==> config.mk <==
export PLATFORM = sky130hd
export DESIGN_NAME = intersection_ctrl
export DESIGN_NICKNAME = d
export VERILOG_FILES = /design/src/rtl/traffic_pkg.sv /design/src/rtl/phase_timer.sv /design/src/rtl/intersection_ctrl.sv
export SDC_FILE = /design/constraint.sdc
export NUM_CORES = 1
export LEC_CHECK = 0
export ABC_AREA = 1
export BUFFER_PORTS_ARGS = -buffer_cell sky130_fd_sc_hd__buf_2
export CORE_MARGIN = 1
export CORE_UTILIZATION = 40
export CTS_CLUSTER_DIAMETER = 50
export DETAILED_ROUTE_END_ITERATION = 16
export PLACE_DENSITY = 0.6
export SETUP_SLACK_MARGIN = 0.02
export SLEW_MARGIN = 10
export SYNTH_ARGS = -nofsm -noshare
export SYNTH_HDL_FRONTEND = slang
export SYNTH_SLANG_ARGS = --single-unit
==> constraint.sdc <==
create_clock -name clk -period 1.7 [get_ports clk]
set_input_delay 0.085 -clock clk [delete_from_list [all_inputs] [get_ports clk]]
set_output_delay 0.085 -clock clk [all_outputs]
set_load 0.05 [all_outputs]
==> src/rtl/traffic_pkg.sv <==
// Shared lamp/phase types, default dwell times and lamp decode helpers
// for the intersection controller.
package traffic_pkg;

  typedef enum logic [1:0] {
    RED    = 2'd0,
    GREEN  = 2'd1,
    YELLOW = 2'd2
  } light_t;

  typedef enum logic [2:0] {
    MAIN_GRN = 3'd0,
    MAIN_YEL = 3'd1,
    ALL_RED1 = 3'd2,
    SIDE_GRN = 3'd3,
    SIDE_YEL = 3'd4,
    ALL_RED2 = 3'd5,
    PED_WALK = 3'd6
  } phase_t;

  localparam int unsigned DEF_MAIN_MIN = 8;
  localparam int unsigned DEF_SIDE_T   = 6;
  localparam int unsigned DEF_YEL_T    = 3;
  localparam int unsigned DEF_AR_T     = 2;
  localparam int unsigned DEF_WALK_T   = 5;

  // Each road's lamp is a pure function of the phase, so the two roads can
  // never show a non-red aspect in the same phase.
  function automatic light_t mainLamp(input phase_t ph);
    light_t lamp;
    lamp = RED;
    if (ph == MAIN_GRN) lamp = GREEN;
    else if (ph == MAIN_YEL) lamp = YELLOW;
    return lamp;
  endfunction

  function automatic light_t sideLamp(input phase_t ph);
    light_t lamp;
    lamp = RED;
    if (ph == SIDE_GRN) lamp = GREEN;
    else if (ph == SIDE_YEL) lamp = YELLOW;
    return lamp;
  endfunction

endpackage

==> src/rtl/phase_timer.sv <==
// Loadable down-counter that holds at zero; o_zero flags the final cycle of a phase.
module phase_timer #(
  parameter int unsigned   W       = 8,
  parameter logic [W-1:0]  RST_VAL = '0
) (
  input  logic         clk,
  input  logic         rst_n,
  input  logic         i_load,
  input  logic [W-1:0] i_value,
  output logic         o_zero
);

  logic [W-1:0] r_count;

  always_ff @(posedge clk or negedge rst_n) begin
    if (!rst_n) begin
      r_count <= RST_VAL;
    end else if (i_load) begin
      r_count <= i_value;
    end else if (r_count != '0) begin
      r_count <= r_count - 1'b1;
    end
  end

  assign o_zero = (r_count == '0);

endmodule

==> src/rtl/intersection_ctrl.sv <==
// Two-road traffic light controller with optional pedestrian walk phase.
// Define INTERSECTION_PED_WALK_EN to build the pedestrian walk phase.
module intersection_ctrl
  import traffic_pkg::*;
#(
  parameter int unsigned MAIN_MIN = DEF_MAIN_MIN,
  parameter int unsigned SIDE_T   = DEF_SIDE_T,
  parameter int unsigned YEL_T    = DEF_YEL_T,
  parameter int unsigned AR_T     = DEF_AR_T,
  parameter int unsigned WALK_T   = DEF_WALK_T
) (
  input  logic   clk,
  input  logic   rst,
  input  logic   side_req,
  input  logic   ped_req,
  output light_t main_color,
  output light_t side_color,
  output logic   walk,
  output logic   ped_ack,
  output phase_t phase
);

  localparam logic [7:0] MAIN_LD = 8'(MAIN_MIN - 1);
  localparam logic [7:0] SIDE_LD = 8'(SIDE_T - 1);
  localparam logic [7:0] YEL_LD  = 8'(YEL_T - 1);
  localparam logic [7:0] AR_LD   = 8'(AR_T - 1);
  localparam logic [7:0] WALK_LD = 8'(WALK_T - 1);

  phase_t     r_state;
  phase_t     w_next;
  light_t     r_main_color;
  light_t     r_side_color;
  logic       r_side_pend;
  logic       w_ped_pend;
  logic       w_zero;
  logic       w_load;
  logic [7:0] w_load_val;
  logic       w_enter_side;
  logic       w_enter_walk;

  phase_timer #(
    .W       (8),
    .RST_VAL (AR_LD)
  ) u_timer (
    .clk     (clk),
    .rst_n   (rst),
    .i_load  (w_load),
    .i_value (w_load_val),
    .o_zero  (w_zero)
  );

  // Next phase; every transition lands in a different state, so a state
  // change is exactly the timer reload condition.
  always_comb begin
    w_next = r_state;
    case (r_state)
      MAIN_GRN: if (w_zero && (r_side_pend || w_ped_pend)) w_next = MAIN_YEL;
      MAIN_YEL: if (w_zero) w_next = ALL_RED1;
      ALL_RED1: if (w_zero) w_next = w_ped_pend ? PED_WALK : SIDE_GRN;
      SIDE_GRN: if (w_zero) w_next = SIDE_YEL;
      SIDE_YEL: if (w_zero) w_next = ALL_RED2;
      ALL_RED2: if (w_zero) w_next = MAIN_GRN;
      PED_WALK: if (w_zero) w_next = ALL_RED2;
      default:  w_next = ALL_RED2;
    endcase
  end

  always_comb begin
    w_load_val = AR_LD;
    case (w_next)
      MAIN_GRN:           w_load_val = MAIN_LD;
      MAIN_YEL, SIDE_YEL: w_load_val = YEL_LD;
      SIDE_GRN:           w_load_val = SIDE_LD;
      PED_WALK:           w_load_val = WALK_LD;
      default:            w_load_val = AR_LD;
    endcase
  end

  assign w_load       = (w_next != r_state);
  assign w_enter_side = (w_next == SIDE_GRN) && (r_state != SIDE_GRN);
  assign w_enter_walk = (w_next == PED_WALK) && (r_state != PED_WALK);

  // Lamps are decoded from the next phase so they change on the same edge as the state.
  always_ff @(posedge clk or negedge rst) begin
    if (!rst) begin
      r_state      <= ALL_RED2;
      r_main_color <= RED;
      r_side_color <= RED;
    end else begin
      r_state      <= w_next;
      r_main_color <= mainLamp(w_next);
      r_side_color <= sideLamp(w_next);
    end
  end

  // A new request arriving on the entry cycle must survive the clear.
  always_ff @(posedge clk or negedge rst) begin
    if (!rst) begin
      r_side_pend <= 1'b0;
    end else if (side_req) begin
      r_side_pend <= 1'b1;
    end else if (w_enter_side) begin
      r_side_pend <= 1'b0;
    end
  end

`ifdef INTERSECTION_PED_WALK_EN
  logic r_ped_pend;
  logic r_walk;
  logic r_ped_ack;

  always_ff @(posedge clk or negedge rst) begin
    if (!rst) begin
      r_ped_pend <= 1'b0;
    end else if (ped_req) begin
      r_ped_pend <= 1'b1;
    end else if (w_enter_walk) begin
      r_ped_pend <= 1'b0;
    end
  end

  always_ff @(posedge clk or negedge rst) begin
    if (!rst) begin
      r_walk    <= 1'b0;
      r_ped_ack <= 1'b0;
    end else begin
      r_walk    <= (w_next == PED_WALK);
      r_ped_ack <= w_enter_walk;
    end
  end

  assign w_ped_pend = r_ped_pend;
  assign walk       = r_walk;
  assign ped_ack    = r_ped_ack;
`else
  logic w_unused_ped;
  assign w_unused_ped = ped_req ^ w_enter_walk;
  assign w_ped_pend   = 1'b0;
  assign walk         = 1'b0;
  assign ped_ack      = 1'b0;
`endif

  assign main_color = r_main_color;
  assign side_color = r_side_color;
  assign phase      = r_state;

endmodule

==> flow_summary.json, run 1 <==
{
  "status": "finished, final reports clean",
  "fin_skew_ns": 0.00144,
  "grt_pass1_wl_um": 3220,
  "fin_util_pct": 54.2,
  "ys_seq_elements": 16,
  "synth_compound_area_share_pct": 8.08,
  "final.setup.tns_ns": 0,
  "antenna_cells": 0,
  "ant_nets": 0,
  "syn_inst": 109,
  "slew_viol_final": 0,
  "drive_above_1_share_pct": 43.6,
  "syn_to_final_growth_pct": 26.9,
  "dpl.hpwl_um": 1310,
  "vdd_drop_max_mv": 1.16,
  "die_h_um": 50.6,
  "max_freq_mhz": 626,
  "die-area_um2": 2560,
  "cp_max_fo": 5,
  "ff2ff_path_depth": 10,
  "clk_path_buf_depth": 2,
  "crit_type": "flip-flop to flip-flop",
  "cp-startpoint": "u_timer.r_count[0]",
  "grt_pass1_vias": 728,
  "cts-buffers-inserted": 3,
  "endpoint": "u_timer.r_count[6]",
  "cts_tree": "done",
  "r2r-end": "u_timer.r_count[6]",
  "cts.sinks": 16,
  "yosysWarnings": 0,
  "timing.hold.worst.class": "input pin to asynchronous set/reset pin",
  "antenna_found_initial": 0,
  "syn_area_um2": 945,
  "synth_edf_count": 0,
  "synthSimpleGateAreaFrac_pct": 35.6,
  "synthFlopType": "dfrtp_1",
  "rows": 17,
  "overflow": 0,
  "vias": 775,
  "vias_per_cell": 4.81,
  "end_kind": "flip-flop",
  "ys_types": 29,
  "avgRoutedWirePerCell_um": 11.8,
  "dieWidth_um": 50.6,
  "synth_xor_area_share_pct": 2.78,
  "port_buffers": 9,
  "fin_crit_ns": 1.60,
  "clk_pin_slew_worst_paths_ns": 0.09,
  "ys_seq_area_share_pct": 42.8,
  "cap_violations": 0,
  "drcViolationCount": 0,
  "cts_max_level": 1,
  "power_density_nw_per_um2": 2030,
  "clock_latency_ns": 0.29,
  "crit_arrival_ns": 1.81,
  "hold_ws_ns": 0.223,
  "synth_area_per_cell_um2": 8.67,
  "critPathLaunchType": "flip-flop",
  "critPathRequiredTime_ns": 1.92,
  "gr-usage-all-layers_pct": 17.4,
  "fin_crit_sh_pct": 93.9,
  "r2r_start": "u_timer.r_count[0]",
  "cts_root_buf": "clkbuf_4",
  "setup_viol": 0,
  "rsz0062_at_grt": "no",
  "drtIter0Drc": 11,
  "initial_core_util_pct": 42.7,
  "routed_wl_um": 1910,
  "rrSetupSlack_ns": 0.10,
  "hold_viol": 0,
  "core_um2": 2210,
  "io_pins": 13,
  "grt_max_degree": 17,
  "async_reset_ff_share_pct": 100,
  "synth_fa_ha_area_share_pct": 1.32,
  "drtPass1Iterations": 4,
  "muxShareOfSynthArea_pct": 0,
  "num-nets-final": 139,
  "synth_top_family_by_area": "simple AND/OR/NAND/NOR gates",
  "leakage_nw": 0.625,
  "place_congestion": 0.758
}
==> per-layer routing <==
metal	GRT usage (%)	up-vias	routed length, um
met4	5.56	0	16
li1	-	394	-
met1	21.0	368	877
met5	0	-	0
met2	28.2	11	939
met3	6.67	2	72
==> cells in the final DEF, fill, tap and decap left out <==
master	Yosys	routed
buf_4	2	9
dfrtp_1	13	13
nand3_2	4	5
a21oi_1	7	5
dlygate4sd3_1	0	2
nor2_1	7	4
nand4_1	2	2
dfstp_2	3	3
nor2_2	2	5
nand2_1	14	13
nand3b_1	1	1
o21ai_0	1	1
nand3_1	7	6
conb_1	1	2
xnor2_1	1	1
nor3_2	0	1
inv_4	1	1
a211oi_1	1	1
xor2_1	2	2
nor2_4	1	1
nand2_4	5	8
a21oi_2	1	3
o21ai_1	1	1
nor2_8	1	1
ha_4	0	1
clkbuf_8	0	1
buf_2	0	9
a21o_1	1	1
inv_1	15	15
nor3_1	5	4
nand2_2	6	5
clkbuf_4	0	3
inv_2	2	2
o211ai_1	1	1
==> final cells by class <==
type	instances	area [um^2]
multi-input cells	75	520
inverters	18	70.1
fillers	222	1010
well taps	28	35.0
clock buffers	4	36.3
repair buffers	20	133
flip-flops and latches	16	404
==> state kept, by name, summed over array words and instances (netlist names) <==
name / cells
phase: 3
main_color: 2
u_timer.r_count: 8
side_color: 2
r_side_pend: 1
==> synth_stat cells (2+ instances only) <==
cell type	number	area share, %
nor2_2	2	1.3
inv_2	2	0.79
nand2_4	5	6.0
inv_1	15	6.0
nand2_2	6	4.0
nand2_1	14	5.6
dfstp_2	3	8.3
nor2_1	7	2.8
a21oi_1	7	3.7
nand4_1	2	1.3
dfrtp_1	13	34
xor2_1	2	1.9
nand3_1	7	3.7
nand3_2	4	4.2
buf_4	2	1.6
nor3_1	5	2.6
==> through the flow <==
| stage | setup slack (ns) | std cells | total power (W) | cell area, um^2 |
|---|---|---|---|---|
| CTS | 0.0526 | 158 | 0.00234 | 1130 |
| detailed placement | -0.00325 | 152 | 0.00205 | 1070 |
| floorplan | 0.0752 | 110 | 0.00175 | 948 |
| finish | 0.103 | 161 | 0.00243 | 1200 |
| global route | 0.00954 | 161 | 0.00263 | 1200 |
| global placement | 0.0105 | 152 | 0.00203 | 1070 |
==> worst min-delay path by stage <==
stage,from,to,slack [ns]
6_report,rst,r_side_pend,0.22
5_1_grt,rst,u_timer.r_count[6],0.26
4_1_cts,rst,phase[1],0.24
3_5_place_dp,rst,side_color[0],0.02
3_3_place_gp,rst,side_color[0],0.03
2_1_floorplan,rst,main_color[0],-0.21
==> worst max-delay path: stages (launching register included) <==
cell	delay (ns)
dfstp_2	0.54
inv_1	0.07
ha_4	0.18
nand2_1	0.08
nor2_2	0.05
nand3_1	0.10
nand2_2	0.07
nand2_4	0.11
nand2_4	0.08
buf_4	0.13
a21oi_1	0.11
==> kinds of logic after synthesis <==
family / Yosys count
XOR/XNOR: 3
buffers and inverters: 20
AND/OR/NAND/NOR: 55
adder cells (fa/ha/maj): 1
flip-flops: 16
other: 1
AO/OA/AOI/OAI: 13
==> where the power goes <==
part           switching, W  internal [W]
logic              0.000933      0.000495
clock network      0.000122      0.000130
registers          0.000178      0.000576
total               0.00123       0.00120
==> what timing repair did <==
| item | 4_1_cts | 5_1_grt |
|---|---|---|
| cloned | 0 | 1 |
| endpoints found under the setup margin | 6 | 8 |
| pin swaps | 1 | 7 |
| buffers inserted | 0 | 2 |
| endpoints found under the hold margin | 17 | 0 |
| resized for setup | 3 | 10 |
| hold buffers | 2 | 0 |
Power figures use the tool's default switching activity.
==> run 2: changes to the inputs <==
Settings changed: PLACE_DENSITY 0.6 to 0.58.
Clock period 1.7 ns to 1.58 ns, I/O delays scaled along.
==> flow_summary.json, run 2 (synthesized netlist as in run 1, its figures left out) <==
{
  "vdd_drop_max_mv": 1.45,
  "drive_above_1_share_pct": 59.0,
  "rsz0062_at_grt": "yes",
  "clk_path_buf_depth": 2,
  "max_freq_mhz": 648,
  "core_um2": 2210,
  "fin_crit_ns": 1.54,
  "drtPass1Iterations": 4,
  "initial_core_util_pct": 42.7,
  "rows": 17,
  "overflow": 0,
  "slew_viol_final": 0,
  "dp.cells": 160,
  "grt_use_met2_pct": 27.8,
  "status": "finished, final reports clean",
  "grt.met1_usage_pct": 23.9,
  "power_density_nw_per_um2": 2210,
  "die_h_um": 50.6,
  "hold_ws_ns": 0.213,
  "regMostFlops": "u_timer.r_count",
  "total_power_w": 0.00301,
  "clock_latency_ns": 0.30,
  "gr-usage-all-layers_pct": 18.1,
  "drcViolationCount": 0,
  "crit_arrival_ns": 1.78,
  "timing.hold.worst.class": "input pin to asynchronous set/reset pin",
  "critPathLaunchType": "flip-flop",
  "io_pins": 13,
  "syn_to_final_growth_pct": 44.6,
  "dp_worst_setup_slack_ns": -0.0627,
  "grt_pass1_vias": 752,
  "cap_violations": 0,
  "dieWidth_um": 50.6,
  "antenna_cells": 0,
  "fin_crit_sh_pct": 97.6,
  "place_congestion": 0.753,
  "largest_reg_flops": 8,
  "layout_commonest_cell": "buf_4",
  "dpl.hpwl_um": 1360,
  "crit_type": "flip-flop to flip-flop",
  "nFillCells": 197,
  "leakage_nw": 0.679,
  "hold_viol": 0,
  "vias": 842,
  "met3_usage_pct": 3.64,
  "ant_nets": 0,
  "fin_skew_ns": 0.00317,
  "clk_pin_slew_worst_paths_ns": 0.10,
  "final_cell_mix": "buf_4, dfrtp_1, inv_1, nand2_2, buf_2",
  "grt_busiest_layer": "met2",
  "antenna_found_initial": 0,
  "port_buffers": 9,
  "grt_max_degree": 17,
  "critPathRequiredTime_ns": 1.82,
  "layout_setup_ws_ns": 0.0374,
  "cp_max_fo": 8,
  "setup_viol": 0,
  "final.setup.tns_ns": 0,
  "cts-buffers-inserted": 3,
  "vias_per_cell": 4.90,
  "drtIter0Drc": 9,
  "cts_tree": "done",
  "cts.sinks": 16,
  "avgRoutedWirePerCell_um": 12.5,
  "num-nets-final": 150,
  "die-area_um2": 2560,
  "routed_wl_um": 2150,
  "finalNonFillerCells": 172,
  "cts_max_level": 1,
  "end_kind": "flip-flop",
  "cts_root_buf": "clkbuf_4",
  "grt_pass1_wl_um": 3320
}
==> run 2: per-layer routing <==
| metal | share of wire (%) | wire (um) | up-vias |
|---|---|---|---|
| li1 | - | - | 415 |
| met1 | 44 | 951 | 396 |
| met2 | 49 | 1050 | 26 |
| met3 | 4.1 | 87 | 5 |
| met4 | 2.5 | 53 | 0 |
| met5 | 0 | 0 | - |
==> run 2: final timing paths <==
| check | start | to | slack, ns | depth (start not counted) |
|---|---|---|---|---|
| worst max register to register | u_timer.r_count[1] | u_timer.r_count[1] | 0.04 | 10 |
| worst max-delay path | u_timer.r_count[1] | u_timer.r_count[1] | 0.04 | 10 |
| min in group clk | side_req | r_side_pend | 0.48 | 3 |
| max in group asynchronous | rst | u_timer.r_count[0] | 1.06 | 2 |
| worst min-delay path | rst | u_timer.r_count[4] | 0.21 | 2 |
| worst min register to register | r_side_pend | r_side_pend | 0.50 | 1 |
==> run 2: where the power goes <==
| part | switching (W) | internal, W | total (W) |
|---|---|---|---|
| logic | 0.00118 | 0.000753 | 0.00193 |
| clock network | 0.000143 | 0.000141 | 0.000284 |
| registers | 0.000179 | 0.000621 | 0.000800 |
| total | 0.00150 | 0.00151 | 0.00301 |
==> run 2: final cells by class <==
type / count / area (um^2) / share of cell area, %
clock buffer: 4 / 36.3 / 2.66
timing repair buffer: 31 / 215 / 15.8
tap: 28 / 35.0 / 2.56
inverter: 18 / 70.1 / 5.13
sequential: 16 / 404 / 29.6
multi-input combinational: 75 / 606 / 44.3
==> run 2: stage by stage <==
step / utilization, % / cell area (um^2)
floorplan: - / 956
global placement: 51.2 / 1130
detailed placement: 51.2 / 1130
CTS: 56.1 / 1240
global route: 61.8 / 1370
finish: 61.8 / 1370
==> run 2: repair_timing <==
action                     in CTS  in global routing
gates cloned                    1                  0
pin swaps                       7                 14
gates resized for setup         8                 25
hold endpoints to repair       17                  0
setup endpoints to repair       7                  9
hold buffers                    2                  0
buffers inserted                1                  4
==> run 2: worst max-delay path, stage by stage, from the launching register on <==
cell and delay [ns]:
dfrtp_1 0.40, inv_2 0.08, ha_4 0.15, nand2_4 0.06
nor2_8 0.23, inv_4 0.08, nand2_4 0.10, nand2_8 0.09
nand2_8 0.09, nand3_2 0.08, a21oi_2 0.11
==> run 3: changes to the inputs <==
Settings changed: CORE_UTILIZATION 40 to 39, PLACE_DENSITY 0.58 to 0.57.
==> flow_summary.json, run 3 (synthesized netlist as in run 1, its figures left out) <==
{
  "status": "finished, final reports clean",
  "crit_arrival_ns": 1.76,
  "end_kind": "flip-flop",
  "ff2ff_path_depth": 10,
  "crit_path_top_delay_cell": "dfstp_2",
  "die_h_um": 51.2,
  "vias": 853,
  "routed_wl_um": 2230,
  "max_freq_mhz": 639,
  "crit_top_cell": "nand2_4",
  "layout_setup_ws_ns": 0.0159,
  "cts_root_buf": "clkbuf_4",
  "cp_max_fo": 8,
  "regMostFlops": "u_timer.r_count",
  "finalNonFillerCells": 172,
  "place_congestion": 0.751,
  "power_density_nw_per_um2": 2220,
  "num-nets-final": 150,
  "nFillCells": 207,
  "vdd_drop_max_mv": 1.33,
  "ant_nets": 0,
  "critPathMaxStageDelay_ns": 0.39,
  "layout_commonest_cell": "buf_4",
  "crit_type": "flip-flop to flip-flop",
  "largest_reg_flops": 8,
  "dp.cells": 156,
  "die-area_um2": 2620,
  "syn_to_final_growth_pct": 40.0,
  "dp_worst_setup_slack_ns": -0.0453,
  "antenna_cells": 0,
  "avgRoutedWirePerCell_um": 13.0,
  "rrSetupSlack_ns": 0.02,
  "io_pins": 13,
  "r2r-end": "u_timer.r_count[2]",
  "rows": 17,
  "rsz0062_at_grt": "yes",
  "final_cell_mix": "buf_4, inv_1, nand2_2, dfrtp_1",
  "initial_core_util_pct": 41.9,
  "fin_crit_ns": 1.56,
  "dieWidth_um": 51.2,
  "port_buffers": 9,
  "cts_max_level": 1,
  "internal-power_w": 0.00146,
  "cts.sinks": 16,
  "p_clk_share_pct": 8.2,
  "clock_latency_ns": 0.30,
  "p_sw_w": 0.00148,
  "grt_pass1_vias": 824,
  "antenna_found_initial": 0,
  "dpl.hpwl_um": 1430,
  "clk_pin_slew_worst_paths_ns": 0.10,
  "path_delay_family": "simple AND/OR/NAND/NOR gates",
  "cp_cell_sequence": "inv_2, ha_4, nand2_4, nor2_8, inv_4, nand2_4, nand2_4, buf_4, a21oi_2, a21oi_2",
  "gr-usage-all-layers_pct": 19.1,
  "cts-buffers-inserted": 3,
  "critPathLaunchType": "flip-flop",
  "overflow": 0,
  "grt_pass1_wl_um": 3590,
  "seqPwrFrac_pct": 27.6,
  "vias_per_cell": 4.96,
  "drcViolationCount": 0,
  "core_um2": 2250,
  "drtIter0Drc": 16,
  "hold_viol": 0,
  "drive_above_1_share_pct": 56.3,
  "critPathRequiredTime_ns": 1.78,
  "crit_buf_inv": 3,
  "swShare_pct": 50.3,
  "setup_viol": 0,
  "fin_crit_sh_pct": 99.0,
  "leakage_nw": 0.681,
  "slew_viol_final": 0,
  "final.setup.tns_ns": 0,
  "p_comb_share_pct": 64.3,
  "cp-startpoint": "u_timer.r_count[0]",
  "r2r_start": "u_timer.r_count[0]",
  "cap_violations": 0,
  "drtPass1Iterations": 4,
  "clk_path_buf_depth": 2,
  "fin_skew_ns": 0.00480,
  "timing.hold.worst.class": "input pin to asynchronous set/reset pin",
  "cts_tree": "done",
  "grt_max_degree": 17
}
[run 3: timing repair]
item,4_1_cts,5_1_grt
setup buffers,6,3
hold buffers,2,0
gates resized for setup,14,13
setup endpoints to repair,6,7
hold endpoints to repair,17,0
cloned,1,0
pin swaps,9,9
[run 3: layer usage]
layer	global-route usage, %	vias to the layer above	routed length, um
met5	0	-	0
met4	9.91	0	41
met3	3.87	5	66
met2	29.8	19	1100
met1	25.0	412	1020
li1	-	417	-
[run 3: final cells by class]
type                            instances  area [um^2]  area share [%]
Inverter                               18         70.1            5.30
Timing Repair Buffer                   31          215            16.3
Clock buffer                            4         26.3            1.99
Multi-Input combinational cell         75          568            43.0
Tap cell                               28         35.0            2.65
Sequential cell                        16          408            30.8
[run 3: how the worst max path moves through the flow]
| stage | end | slack (ns) | depth (start not counted) |
|---|---|---|---|
| after global placement | u_timer.r_count[1] | -0.03 | 10 |
| final | u_timer.r_count[2] | 0.02 | 10 |
| after global routing | u_timer.r_count[0] | -0.06 | 11 |
| after CTS | u_timer.r_count[1] | 0.02 | 10 |
| after floorplan | u_timer.r_count[1] | 0.04 | 8 |
| after detailed placement | u_timer.r_count[1] | -0.05 | 10 |
[run 3: power by group through the flow]
stage	sequential, W	clock, W	combinational [W]
floorplan	0.00107	0	0.000825
global placement	0.000788	0	0.00149
detailed placement	0.000794	0	0.00151
CTS	0.000796	0.000244	0.00174
global route	0.000832	0.000254	0.00203
finish	0.000809	0.000240	0.00189
[run 3: stage by stage]
step / hold WS (ns) / power, W / cell area (um^2) / utilization [%]
after floorplan: -0.217 / 0.00189 / 956 / -
after global placement: 0.0104 / 0.00228 / 1100 / 48.9
after detailed placement: 0.0142 / 0.00231 / 1100 / 48.9
after CTS: 0.218 / 0.00278 / 1250 / 55.5
after global routing: 0.270 / 0.00312 / 1320 / 58.7
final: 0.212 / 0.00294 / 1320 / 58.7
